### src/rtl/instruction_controller.sv
// Fetch/decode control unit: holds PC and IR, sequences a Moore FSM
// that drives every register-file, ALU, mux and data-memory control.
module instruction_controller #(
  parameter int PC_W    = 7,
  parameter int INSTR_W = 16
) (
  input  logic               CLK,
  input  logic               RESET_N,
  output logic [PC_W-1:0]    I_addr,
  output logic               I_rd,
  input  logic [INSTR_W-1:0] I_data,
  output logic [7:0]         D_addr,
  output logic               D_wr,
  output logic [3:0]         RF_A_addr,
  output logic [3:0]         RF_B_addr,
  output logic [3:0]         RF_W_Addr,
  output logic               RF_W_en,
  output logic [2:0]         ALU_s,
  output logic               MuxSel,
  output logic [PC_W-1:0]    PC_out,
  output logic [INSTR_W-1:0] IR_out,
  output logic [3:0]         State_out
);

  typedef enum logic [3:0] {
    S_INIT   = 4'd0,
    S_FETCH  = 4'd1,
    S_DECODE = 4'd2,
    S_NOOP   = 4'd3,
    S_LOAD_A = 4'd4,
    S_LOAD_B = 4'd5,
    S_STORE  = 4'd6,
    S_ADD    = 4'd7,
    S_SUB    = 4'd8,
    S_HALT   = 4'd9
  } state_t;

  localparam logic [PC_W-1:0] PC_ONE = 1;

  state_t state;
  state_t nxt;

  logic [PC_W-1:0]    pc;
  logic [INSTR_W-1:0] ir;

  logic [3:0] op_new;
  logic [3:0] ra;
  logic [3:0] rb;
  logic [3:0] rd;
  logic [7:0] addr;

  assign op_new = I_data[15:12];
  assign ra     = ir[11:8];
  assign rb     = ir[7:4];
  assign rd     = ir[3:0];
  assign addr   = ir[7:0];

  assign PC_out    = pc;
  assign IR_out    = ir;
  assign State_out = state;

  always_ff @(posedge CLK or negedge RESET_N) begin
    if (!RESET_N) begin
      state <= S_INIT;
      pc    <= '0;
      ir    <= '0;
    end else begin
      state <= nxt;
      if (state == S_FETCH)
        pc <= pc + PC_ONE;
      if (state == S_DECODE)
        ir <= I_data;
    end
  end

  // Dispatch on the freshly fetched word; IR only loads at this edge.
  always_comb begin
    nxt = state;
    unique case (state)
      S_INIT:   nxt = S_FETCH;
      S_FETCH:  nxt = S_DECODE;
      S_DECODE: begin
        nxt = S_NOOP;
        unique case (1'b1)
          (op_new == 4'h1): nxt = S_STORE;
          (op_new == 4'h2): nxt = S_LOAD_A;
          (op_new == 4'h3): nxt = S_ADD;
          (op_new == 4'h4): nxt = S_SUB;
          (op_new == 4'h5): nxt = S_HALT;
          default:          nxt = S_NOOP;
        endcase
      end
      S_LOAD_A: nxt = S_LOAD_B;
      S_HALT:   nxt = S_HALT;
      default:  nxt = S_FETCH;
    endcase
  end

  always_comb begin
    I_addr    = '0;
    I_rd      = 1'b0;
    D_addr    = '0;
    D_wr      = 1'b0;
    RF_A_addr = '0;
    RF_B_addr = '0;
    RF_W_Addr = '0;
    RF_W_en   = 1'b0;
    ALU_s     = 3'b000;
    MuxSel    = 1'b0;
    unique case (state)
      S_FETCH: begin
        I_rd   = 1'b1;
        I_addr = pc;
      end
      S_STORE: begin
        RF_A_addr = ra;
        D_addr    = addr;
        D_wr      = 1'b1;
      end
      S_LOAD_A: begin
        D_addr = addr;
        MuxSel = 1'b1;
      end
      // LOAD destination sits in the ra field.
      S_LOAD_B: begin
        D_addr    = addr;
        MuxSel    = 1'b1;
        RF_W_Addr = ra;
        RF_W_en   = 1'b1;
      end
      S_ADD, S_SUB: begin
        RF_A_addr = ra;
        RF_B_addr = rb;
        RF_W_Addr = rd;
        RF_W_en   = 1'b1;
        ALU_s     = (state == S_ADD) ? 3'b001 : 3'b010;
      end
      default: ;
    endcase
  end

endmodule

### config.mk
export PLATFORM = sky130hd
export DESIGN_NAME = instruction_controller
export DESIGN_NICKNAME = d
export VERILOG_FILES = /design/src/rtl/instruction_controller.sv
export SDC_FILE = /design/constraint.sdc
export NUM_CORES = 1
export LEC_CHECK = 0
export ABC_AREA = 1
export BUFFER_PORTS_ARGS = -buffer_cell sky130_fd_sc_hd__buf_2
export CAP_MARGIN = 20
export CORE_MARGIN = 3
export CORE_UTILIZATION = 50
export CTS_BUF_LIST = sky130_fd_sc_hd__clkbuf_4
export CTS_CLUSTER_SIZE = 30
export DETAILED_ROUTE_END_ITERATION = 10
export PLACE_DENSITY = 0.88
export REMOVE_ABC_BUFFERS = 1
export SYNTH_ARGS = -nofsm -noshare
export SYNTH_HDL_FRONTEND = slang
export SYNTH_SLANG_ARGS = --single-unit
### constraint.sdc
create_clock -name CLK -period 2.95 [get_ports CLK]
set_input_delay 0 -clock CLK [delete_from_list [all_inputs] [get_ports CLK]]
set_output_delay 0 -clock CLK [all_outputs]
set_load 0.03 [all_outputs]
==> flow_summary.toml <==
[critical_path]
cpPeakStageDelay_ns = 0.50
endpoint_kind = "primary output"
worstPathRequired_ns = 2.95
worst_ep_arrival_time_ns = 1.93
worst-path-buf-inv = 3
crit_path_top_delay_cell = "dfrtp_1"
timing.setup.critical_path_class = "flip-flop to primary output"
startpoint_type = "flip-flop"
path_delay_family = "buffers and inverters"
critical_path.max_fanout = 11
path_cells = "inv_2 > nand2_4 > nor2_4 > inv_1 > nor2_1 > buf_2"

[sta]
timing.fmax_ghz = 0.518
rsz0062_at_grt = "no"
timing_worst_slew_pin_value_ns = 0.629
setup_violations = 0
timing.hold.ws_ns = 0.186
report.final.hold_viol_count = 0
final.period_utilization_pct = 65.4
finalClockSkew_ns = 0.0108
drv_slew = 0
setup_slack_after_layout_ns = 1.02
slew-limit-headroom_pct = 57.8
finalSetupTns_ns = 0
finalWorstPathRequiredPeriod_ns = 1.93

[placed_design]
place.port_buffers = 77
detailedPlacementHpwl_microns = 2840
routabilityCongestion = 0.781
post-place-ws_ns = 1.41

[pwr]
total_leakage_power_uw = 0.00120
power-per-cell-area_nw_per_um2 = 1010
ir_worst_vdd_uv = 730

[yosys]
netlist_area_sq_um = 1480
synth_top_cell_by_area = "dfrtp_1"
synth_cell_type_count = 23
synth-seq-area-share_pct = 45.6
synth-warning-count = 0
synthXorXnorAreaFrac_pct = 2.28
synthDominantCellAreaShare_pct = 45.6
ys_seq_elements = 27
post_synth_and_or_nand_nor_area_fraction_pct = 28.5
synth_top_cells_by_area = "dfrtp_1 (46%), nand2_1 (11%), inv_1 (7.3%)"
post_synth_fa_ha_maj_area_fraction_pct = 0.845
compound_gate_portion_of_the_synthesized_area_pct = 10.3
syn_avg_cell_area_sq_um = 7.76
main_combinational_cell_family_by_area_after_synthesis = "simple AND/OR/NAND/NOR gates"
synth.area.mux_share_pct = 0
synth_cells = 191

[clock_tree]
ctsRootBufferMaster = "clkbuf_4"
buffers_inserted_during_post_cts_setup_optimization = 0
cts.reportedPaths.clkPinSlew_ns = 0.15
cts-htree-levels = 1
numCtsBuffers = 3
tritoncts_sinks = 27
ctsLongestPathBuffers = 2
post_cts_resized = 0
clock_tree_from_tritoncts = "yes"
clock_latency_on_the_worst_skew_pair_ns = 0.34

[routing]
detail-route-antenna-nets = 0
dr_vias_cell = 4.95
route.final.wire_length_microns = 4040
first_pass_iters = 4
drt_iter0_markers = 53
post_route_drc = 0
drt-wirelength-per-cell_microns = 12.9
via_count = 1554

[floorplan]
die_w_microns = 60.4
core.rowCount = 19
ios = 79
design.core.area_sq_um = 2780
initial_utilization_pct = 53.3
die_height_microns = 60.4
die_area_sq_um = 3650

[finish]
mostFrequentLayoutCells = "buf_2 (77), nand2_1 (42), inv_1 (29), nor2_1 (28), dfrtp_1 (27)"
num-nets-final = 303
drive_gt1_share_pct = 34.6
diodes = 0
area_delta_synth_final_pct = 38.3
fill_cells = 243
most_common_library_cell_in_the_layout_ignoring_fill_and_taps = "buf_2"

[worst_hold_path]
hp-class = "input pin to async pin"

[global_routing]
grt_first_pass_wirelength_microns = 5980
grt_antenna_before_repair = 0
vias_in_the_first_global_route = 1351
globalRouteTotalUtil_pct = 22.0
grt_max_degree = 29
grt_remaining_overflow = 0

[status]
status = "finished clean"

[run]
max_cap_violations = 0
## synthesized netlist by cell type
cell type,n
buf_2,1
inv_1,29
buf_6,4
xor2_1,2
nand4_1,1
nand3_2,3
o32ai_1,2
o21ai_1,13
buf_4,1
nand2_1,42
nand2_4,1
nor2_1,28
nand4_2,1
ha_1,1
conb_1,1
nor2_4,3
xor2_2,1
nand2_2,4
dfrtp_1,27
inv_2,4
nand3_1,8
o21ai_0,10
a21oi_1,4
## per-layer routing
| metal | global-route usage, % | vias up | part of all wire (%) |
|---|---|---|---|
| met3 | 3.83 | 6 | 11 |
| met5 | 0 | - | 0 |
| met1 | 23.8 | 697 | 39 |
| met2 | 42.6 | 80 | 49 |
| li1 | - | 771 | - |
| met4 | 7.43 | 0 | 1.4 |
## registers in the layout, summed over array words and instances (netlist names)
register and flops:
State_out 4, IR_out 16, PC_out 7
## cell families after synthesis
| logic type | after synthesis |
|---|---|
| flip-flops | 27 |
| AND/OR/NAND/NOR | 91 |
| other | 1 |
| XOR/XNOR | 3 |
| adder cells (fa/ha/maj) | 1 |
| buffers and inverters | 39 |
| AO/OA/AOI/OAI | 29 |
## metrics by stage
stage               util, %  instance area [sq um]  cells  total power (uW)
floorplan                 -                   1420    185              1530
global placement       66.4                   1850    293              1860
detailed placement     66.4                   1850    293              1890
CTS                    73.6                   2050    314              2080
global route           73.6                   2050    314              2210
finish                 73.6                   2050    314              2070
## cell type report
cell class,instances,area [sq um],share of cell area [%]
Sequential cell,27,676,33.0
Timing Repair Buffer,94,556,27.1
Tap cell,31,38.8,1.89
Multi-Input combinational cell,125,624,30.5
Inverter,33,124,6.05
Clock inverter,1,7.51,0.367
Clock buffer,3,22.5,1.10
## worst reg2reg max path: stages, from the launching register on
cell,delay [ns]
dfrtp_1,0.49
inv_2,0.13
nand3_2,0.20
inv_2,0.39
nand3_1,0.18
nand3_1,0.12
## what timing repair did
item / CTS / global route
endpoints found under the setup margin: 0 / 0
hold buffers: 17 / 0
hold endpoints to repair: 46 / 0
## power breakdown
group | internal (uW) | switching [uW]
sequential | 531 | 136
clock | 52.0 | 114
combinational | 333 | 902
total | 916 | 1150
## worst paths after layout
kind	from	endpoint	slack, ns	depth (start not counted)
max reg2reg	State_out[0]	State_out[0]	1.40	5
max	State_out[1]	I_addr[0]	1.02	6
max in group asynchronous	RESET_N	State_out[3]	2.37	2
min in group CLK	I_data[11]	IR_out[11]	0.41	4
min	RESET_N	IR_out[9]	0.19	2
min reg2reg	IR_out[13]	IR_out[13]	0.51	2
No activity file was read; power rests on OpenSTA's default activity.
